==> config.mk <==
export PLATFORM = sky130hd
export DESIGN_NAME = j_extreq
export DESIGN_NICKNAME = d
export VERILOG_FILES = /design/src/rtl/j_ext_pkg.sv /design/src/rtl/j_ext_wfifo.sv /design/src/rtl/j_extreq.sv
export SDC_FILE = /design/constraint.sdc
export NUM_CORES = 1
export LEC_CHECK = 0
export BUFFER_PORTS_ARGS = -buffer_cell sky130_fd_sc_hd__buf_2
export CORE_UTILIZATION = 40
export DETAILED_ROUTE_END_ITERATION = 10
export PLACE_DENSITY = 0.76
export SLEW_MARGIN = 40
export SYNTH_ARGS = -nofsm -noshare
export SYNTH_HDL_FRONTEND = slang
export SYNTH_SLANG_ARGS = --single-unit
==> constraint.sdc <==
create_clock -name sys_clk -period 1.3 [get_ports sys_clk]
set_clock_uncertainty 0.05 [all_clocks]
set_input_delay 0.13 -clock sys_clk [delete_from_list [all_inputs] [get_ports sys_clk]]
set_output_delay 0.13 -clock sys_clk [all_outputs]
set_load 0.1 [all_outputs]
==> src/rtl/j_ext_pkg.sv <==
// j_ext_pkg: shared FSM encoding, access-width codes and address helpers for j_extreq.
package j_ext_pkg;

  typedef enum logic [1:0] {
    StIdle  = 2'd0,
    StIssue = 2'd1,
    StWait  = 2'd2
  } state_e;

  localparam logic [2:0] W_BYTE = 3'b000;
  localparam logic [2:0] W_WORD = 3'b010;
  localparam logic [2:0] W_LONG = 3'b100;

  localparam int unsigned AddrW   = 24;
  localparam int unsigned DataW   = 32;
  // Posted-write entry layout: {addr, w, data}
  localparam int unsigned WEntryW = AddrW + 3 + DataW;

  // Reserved width codes are treated as long accesses.
  function automatic logic [2:0] norm_w(input logic [2:0] code);
    case (code)
      W_BYTE, W_WORD: return code;
      default:        return W_LONG;
    endcase
  endfunction

  function automatic logic [23:0] align_addr(input logic [2:0] wn, input logic [23:0] a);
    case (wn)
      W_WORD:  return {a[23:1], 1'b0};
      W_LONG:  return {a[23:2], 2'b00};
      default: return a;
    endcase
  endfunction

  function automatic logic is_misaligned(input logic [2:0] wn, input logic [23:0] a);
    case (wn)
      W_WORD:  return a[0];
      W_LONG:  return |a[1:0];
      default: return 1'b0;
    endcase
  endfunction

endpackage

==> src/rtl/j_ext_wfifo.sv <==
// j_ext_wfifo: 2-entry posted-write FIFO of {addr, w, data}; built only with JEXT_WBUF_EN.
// The head entry stays resident while its write is on the bus and is popped on completion.
`ifdef JEXT_WBUF_EN
module j_ext_wfifo
  import j_ext_pkg::*;
(
  input  logic               sys_clk,
  input  logic               resetl,
  input  logic               push,
  input  logic               pop,
  input  logic [WEntryW-1:0] wdata,
  output logic [WEntryW-1:0] rdata,
  output logic               full,
  output logic               empty
);

  logic [WEntryW-1:0] ent0_q, ent0_d, ent1_q, ent1_d;
  logic               wptr_q, wptr_d, rptr_q, rptr_d;
  logic [1:0]         cnt_q, cnt_d;
  logic               do_push, do_pop;

  assign full    = (cnt_q == 2'd2);
  assign empty   = (cnt_q == 2'd0);
  assign do_pop  = pop & ~empty;
  // A pop frees the head slot in the same cycle, so push-while-full is legal then.
  assign do_push = push & (~full | do_pop);
  assign rdata   = rptr_q ? ent1_q : ent0_q;

  // Next-state for storage, pointers and occupancy.
  always_comb begin
    ent0_d = ent0_q;
    ent1_d = ent1_q;
    if (do_push) begin
      if (wptr_q) ent1_d = wdata;
      else        ent0_d = wdata;
    end
    wptr_d = wptr_q ^ do_push;
    rptr_d = rptr_q ^ do_pop;
    cnt_d  = cnt_q;
    if (do_push && !do_pop)      cnt_d = cnt_q + 2'd1;
    else if (do_pop && !do_push) cnt_d = cnt_q - 2'd1;
  end

  // FIFO state registers, synchronous active-low reset.
  always_ff @(posedge sys_clk) begin
    if (!resetl) begin
      ent0_q <= '0;
      ent1_q <= '0;
      wptr_q <= 1'b0;
      rptr_q <= 1'b0;
      cnt_q  <= 2'd0;
    end else begin
      ent0_q <= ent0_d;
      ent1_q <= ent1_d;
      wptr_q <= wptr_d;
      rptr_q <= rptr_d;
      cnt_q  <= cnt_d;
    end
  end

endmodule
`endif

==> src/rtl/j_extreq.sv <==
// j_extreq: sequences core load/store requests onto the external memory controller.
// Define JEXT_WBUF_EN to add a 2-entry write-posting buffer (j_ext_wfifo).
module j_extreq
  import j_ext_pkg::*;
(
  input  logic        sys_clk,
  input  logic        resetl,
  input  logic        cpu_req,
  input  logic        cpu_rw,
  input  logic [2:0]  cpu_w,
  input  logic [23:0] cpu_addr,
  input  logic [31:0] cpu_wdata,
  output logic        cpu_busy,
  output logic [31:0] cpu_rdata,
  output logic        cpu_rvalid,
  output logic        cpu_err,
  output logic        mreq,
  output logic        rw,
  output logic [2:0]  w,
  output logic [23:0] aout,
  output logic [31:0] dout,
  input  logic        ack,
  input  logic [31:0] din,
  input  logic [1:0]  dinlatch
);

  state_e      state_q, state_d;
  logic [23:0] aout_q, aout_d;
  logic [2:0]  w_q, w_d;
  logic        rw_q, rw_d;
  logic [31:0] dout_q, dout_d;
  logic [31:0] rdata_q, rdata_d;
  logic        rvalid_q, rvalid_d;
  logic        err_q, err_d;

  logic [2:0]  req_w;
  logic [23:0] req_addr;
  logic        req_mis;
  logic        idle, done;
  logic        take, load;
  logic        ld_rw;
  logic [2:0]  ld_w;
  logic [23:0] ld_addr;
  logic [31:0] ld_data;

  assign req_w    = norm_w(cpu_w);
  assign req_addr = align_addr(req_w, cpu_addr);
  assign req_mis  = is_misaligned(req_w, cpu_addr);
  assign idle     = (state_q == StIdle);
  // WAIT is entered the cycle after acceptance, so any ack seen there is completion.
  assign done     = (state_q == StWait) & ack;

`ifdef JEXT_WBUF_EN
  logic               wr_take, rd_take, fifo_pop, fifo_full, fifo_empty;
  logic [WEntryW-1:0] fifo_head;

  assign fifo_pop = done & ~rw_q;
  assign wr_take  = cpu_req & ~cpu_rw & (~fifo_full | fifo_pop);
  assign rd_take  = cpu_req & cpu_rw & idle & fifo_empty;
  assign take     = wr_take | rd_take;

  j_ext_wfifo u_wfifo (
    .sys_clk (sys_clk),
    .resetl  (resetl),
    .push    (wr_take),
    .pop     (fifo_pop),
    .wdata   ({req_addr, req_w, cpu_wdata}),
    .rdata   (fifo_head),
    .full    (fifo_full),
    .empty   (fifo_empty)
  );

  // Posted writes drain first; a read only launches once the buffer is empty.
  always_comb begin
    load = idle & (~fifo_empty | rd_take);
    if (!fifo_empty) begin
      {ld_addr, ld_w, ld_data} = fifo_head;
      ld_rw = 1'b0;
    end else begin
      ld_addr = req_addr;
      ld_w    = req_w;
      ld_data = cpu_wdata;
      ld_rw   = cpu_rw;
    end
  end
`else
  assign take    = cpu_req & idle;
  assign load    = take;
  assign ld_addr = req_addr;
  assign ld_w    = req_w;
  assign ld_data = cpu_wdata;
  assign ld_rw   = cpu_rw;
`endif

  // State register.
  always_ff @(posedge sys_clk) begin
    if (!resetl) state_q <= StIdle;
    else         state_q <= state_d;
  end

  // Next-state: IDLE -> ISSUE on load, ISSUE -> WAIT on accept, WAIT -> IDLE on completion.
  always_comb begin
    state_d = state_q;
    unique case (state_q)
      StIdle:  if (load) state_d = StIssue;
      StIssue: if (ack)  state_d = StWait;
      StWait:  if (ack)  state_d = StIdle;
      default:           state_d = StIdle;
    endcase
  end

  // FSM outputs: request strobe and core back-pressure.
  always_comb begin
    mreq = (state_q == StIssue);
`ifdef JEXT_WBUF_EN
    cpu_busy = cpu_rw ? ~(idle & fifo_empty) : (fifo_full & ~fifo_pop);
`else
    cpu_busy = ~idle;
`endif
  end

  // Bus fields, read capture, load-complete pulse and sticky misalignment flag.
  always_comb begin
    aout_d  = aout_q;
    w_d     = w_q;
    rw_d    = rw_q;
    dout_d  = dout_q;
    if (load) begin
      aout_d = ld_addr;
      w_d    = ld_w;
      rw_d   = ld_rw;
      dout_d = ld_data;
    end
    rdata_d = rdata_q;
    if (dinlatch[0]) rdata_d[15:0]  = din[15:0];
    if (dinlatch[1]) rdata_d[31:16] = din[31:16];
    rvalid_d = done & rw_q;
    err_d    = err_q | (take & req_mis);
  end

  // Datapath registers, synchronous active-low reset.
  always_ff @(posedge sys_clk) begin
    if (!resetl) begin
      aout_q   <= '0;
      w_q      <= '0;
      rw_q     <= 1'b1;
      dout_q   <= '0;
      rdata_q  <= '0;
      rvalid_q <= 1'b0;
      err_q    <= 1'b0;
    end else begin
      aout_q   <= aout_d;
      w_q      <= w_d;
      rw_q     <= rw_d;
      dout_q   <= dout_d;
      rdata_q  <= rdata_d;
      rvalid_q <= rvalid_d;
      err_q    <= err_d;
    end
  end

  assign aout       = aout_q;
  assign w          = w_q;
  assign rw         = rw_q;
  assign dout       = dout_q;
  assign cpu_rdata  = rdata_q;
  assign cpu_rvalid = rvalid_q;
  assign cpu_err    = err_q;

endmodule

==> summary.txt <==
Worst setup path
  • RR Endpoint: dout[9]
  • WS Path Type: flop to flop
  • R2r worst-path depth: 6
  • FF-to-FF Start: state_q[1]
  • Crit path launch type: flop
  • Family with the most delay on the worst path: buffers and inverters
  • FF-to-FF setup slack: -0.11 ns
  • CP most frequent cell: buf_6
  • Worst setup path startpoint: state_q[1]
  • Critical path buffers and inverters: 3
  • Critical path, cell by cell: buf_6 -> nor3b_4 -> buf_6 -> clkbuf_16 -> nand2_2 -> a21boi_1
  • CP Depth: 6
  • Critical Path Fanout Max: 4
  • Critical path required time: about 1.5 ns
  • Slowest cell delay on critical path: 0.35 ns
  • Critical path endpoint: dout[9]
  • Slowest CP cell: dfxtp_4
  • Nature of the critical path endpoint: flop
  • Worst EP arrival: about 1.6 ns

Synthesis
  • Post-Syn Nets: 479
  • Asr flop ratio synth: 0%
  • Largest family of logic cells by synthesized area: simple AND/OR/NAND/NOR gates
  • Synth cell types: 25
  • Synth Area in Simple Gates: 20.28%
  • Yosys top cell area share: between 50% and 60%
  • Register area share after synthesis: 53.71%
  • Post-Synth Adder-Cell Area: 0%
  • XOR/XNOR Fraction of Synth Area: 0%
  • Most common flop cell mapped by yosys: dfxtp_1
  • Number of synthesized register bits: 96
  • Gate Count Post-Synth: between 300 and 400
  • Synthesized area per cell: 9.392 µm²
  • Ranking of synthesized cells by area: dfxtp_1 (54%), nand2_1 (12%), a21boi_0 (11%), mux2i_1 (9.0%), nor2b_1 (6.1%)
  • Most frequent cell after synthesis: nand2_1
  • Yosys warnings: 0
  • Compound-Gate Fraction of Synth Area: approximately an eighth
  • Cell taking the most area after synthesis: dfxtp_1
  • Synth cell count leaders: nand2_1 (115), dfxtp_1 (96), a21boi_0 (53)
  • Mux share of post-synthesis cell area: under 10%
  • Post-Syn Area: between 0.003 and 0.004 mm²
  • EDFF count, synth: 0

Floorplan
  • DIE AREA: between 0.009 and 0.01 mm²
  • Initial Utilization: 41.23%
  • # IOs: around 190
  • Width of the die: roughly 97 µm
  • Row count: 34
  • Die Ht: slightly below 100 µm
  • CORE AREA: 0.008678 mm²

Clocking
  • Root Buffer: clkbuf_8
  • Worst skew pair latency: about 0.34 ns
  • CTS tree: built
  • Clock transition at path regs: ~0.11 ns
  • H-tree depth: 3
  • CTS Buffer Depth: 2
  • CTS Sinks: 96
  • TritonCTS Buffers: 9

Routing
  • Drt via density: approximately 4.8
  • Initial drt markers: ~110
  • WL/cell: 15.65 µm
  • Final WL: 12190 µm
  • Final ANT Viol Nets: 0
  • DR pass1 iterations: 4
  • Vias: between 3000 and 4000
  • Drc violations: 0

Finish
  • Area grow syn2layout: 85.31%
  • ANT cells: 0
  • Final nets: between 700 and 800
  • Share of post-route cells with drive strength above 1: a little under 50%

Timing
  • Slew Limit Fails: 0
  • Max Fclk: 0.7075 GHz
  • Headroom to the max-slew limit: 67.77%
  • Least-Margin Pin Slew: 0.4868 ns
  • Period utilization: 108.7%
  • RSZ-0062 raised after global routing: true
  • Final setup vio count: approximately 60
  • Final setup margin: -0.1134 ns
  • Final hold viol count: 0
  • Min cycle time layout: between 1 and 1.5 ns

Place
  • Placement Setup Slack: -0.1432 ns
  • Final HPWL DP: 6278 µm
  • Final GP Congestion: between 0.7 and 0.8
  • PortBufs: roughly 190

Global route
  • Largest net degree at the start of global routing: 60
  • Gr usage total: between 20% and 30%
  • Vias in the first global route: ~3500
  • Initial antenna violation count: 0
  • Total global routing overflow: 0
  • First-pass GRT wire length: around 16000 µm

Job
  • Max cap viols: 0

Min path
  • Worst hold path type: input pin to flop
  • Min-Delay Startpoint: din[25]

Status
  • Outcome: complete, but fails checks
  • Failing checks: negative setup slack

Power
  • Total Power: 8.237 mW
  • Power Dens Cells: about 1200 mW/mm²
  • Worst vdd ir: 0.6567 mV
  • Leak: 3.093 nW
[through the flow]
| stage | util (%) | cell area, µm² | hold WS (ns) | TNS (ns) | instances |
|---|---|---|---|---|---|
| after floorplan | - | 3633 | 0.1983 | -1.919 | 381 |
| after global placement | 55.12 | 4783 | 0.3105 | -2.680 | 665 |
| after detailed placement | 55.12 | 4783 | 0.3237 | -4.481 | 665 |
| after CTS | 72.40 | 6284 | 0.0005203 | -2.277 | 776 |
| after global routing | 76.41 | 6631 | 0.01487 | -6.674 | 779 |
| final | 76.41 | 6631 | 0.003845 | -2.726 | 779 |
[repair_timing]
action | in CTS | in global routing
resized for setup | 138 | 89
pin swaps | 5 | 54
setup endpoints to repair | 140 | 75
hold endpoints to repair | 86 | 0
setup buffers | 6 | 2
cloned | 4 | 4
hold buffers | 86 | 0
[worst min-delay path by stage]
stage / endpoint / slack [ns] / depth (start not counted)
after floorplan: cpu_rvalid / 0.20 / 2
after global placement: rw / 0.31 / 3
after detailed placement: rw / 0.32 / 3
after CTS: cpu_rdata[25] / 0.0005 / 3
after global routing: cpu_rdata[11] / 0.01 / 3
final: cpu_rdata[25] / 0.004 / 3
[state kept, by name, summed over array words and instances, names as in the netlist]
register and count:
aout 24, cpu_err 1, cpu_rdata 32, cpu_rvalid 1, dout 32, rw 1, state_q 2, w 3
[routing by layer]
metal,global-route usage (%),routed length (µm),vias to the layer above
met3,6.182,902,31
met5,0,0,-
met1,23.05,4514,1725
li1,-,-,1805
met2,42.37,6510,169
met4,8.701,264,0
[layout make-up]
class                   instances  area, µm²
clock buffers                  12      176.4
repair buffers                302       2496
clock inverters                 3      46.29
inverters                       1      3.754
flip-flops and latches         96       1969
fillers                       551       2047
well taps                     108      135.1
multi-input cells             257       1804
[logic make-up (layout without fill, tap and decap cells)]
family / Yosys count / count (layout)
multiplexers: 32 / 32
AND/OR/NAND/NOR: 162 / 162
buffers and inverters: 28 / 318
AO/OA/AOI/OAI: 63 / 63
flip-flops: 96 / 96
[cells in the final DEF, fill, tap and decap left out, types with 2 or more instances in the layout]
| cell type | instances |
|---|---|
| nand2_1 | 87 |
| nand2_2 | 9 |
| buf_6 | 9 |
| mux2i_1 | 32 |
| buf_12 | 11 |
| dfxtp_1 | 60 |
| clkbuf_8 | 11 |
| nand3_2 | 2 |
| clkbuf_4 | 13 |
| nor2b_1 | 34 |
| a21boi_1 | 35 |
| nand2_4 | 19 |
| nor3_1 | 2 |
| dlygate4sd3_1 | 86 |
| buf_4 | 79 |
| a21boi_2 | 22 |
| dfxtp_2 | 35 |
| buf_2 | 99 |
| clkbuf_16 | 5 |
[worst reg2reg max path, stage by stage, from the launching register on]
cell and delay (ns):
dfxtp_4 0.35, buf_6 0.13, nor3b_4 0.27, buf_6 0.18, clkbuf_16 0.16, nand2_2 0.07
a21boi_1 0.14
[report_power, final]
part	leakage, nW	internal [mW]	switching, mW	total, mW
sequential	0.802	3.14	0.107	3.24
clock	0.110	1.11	1.04	2.15
combinational	2.18	0.918	1.93	2.85
No activity file was read; power rests on OpenSTA's default activity.
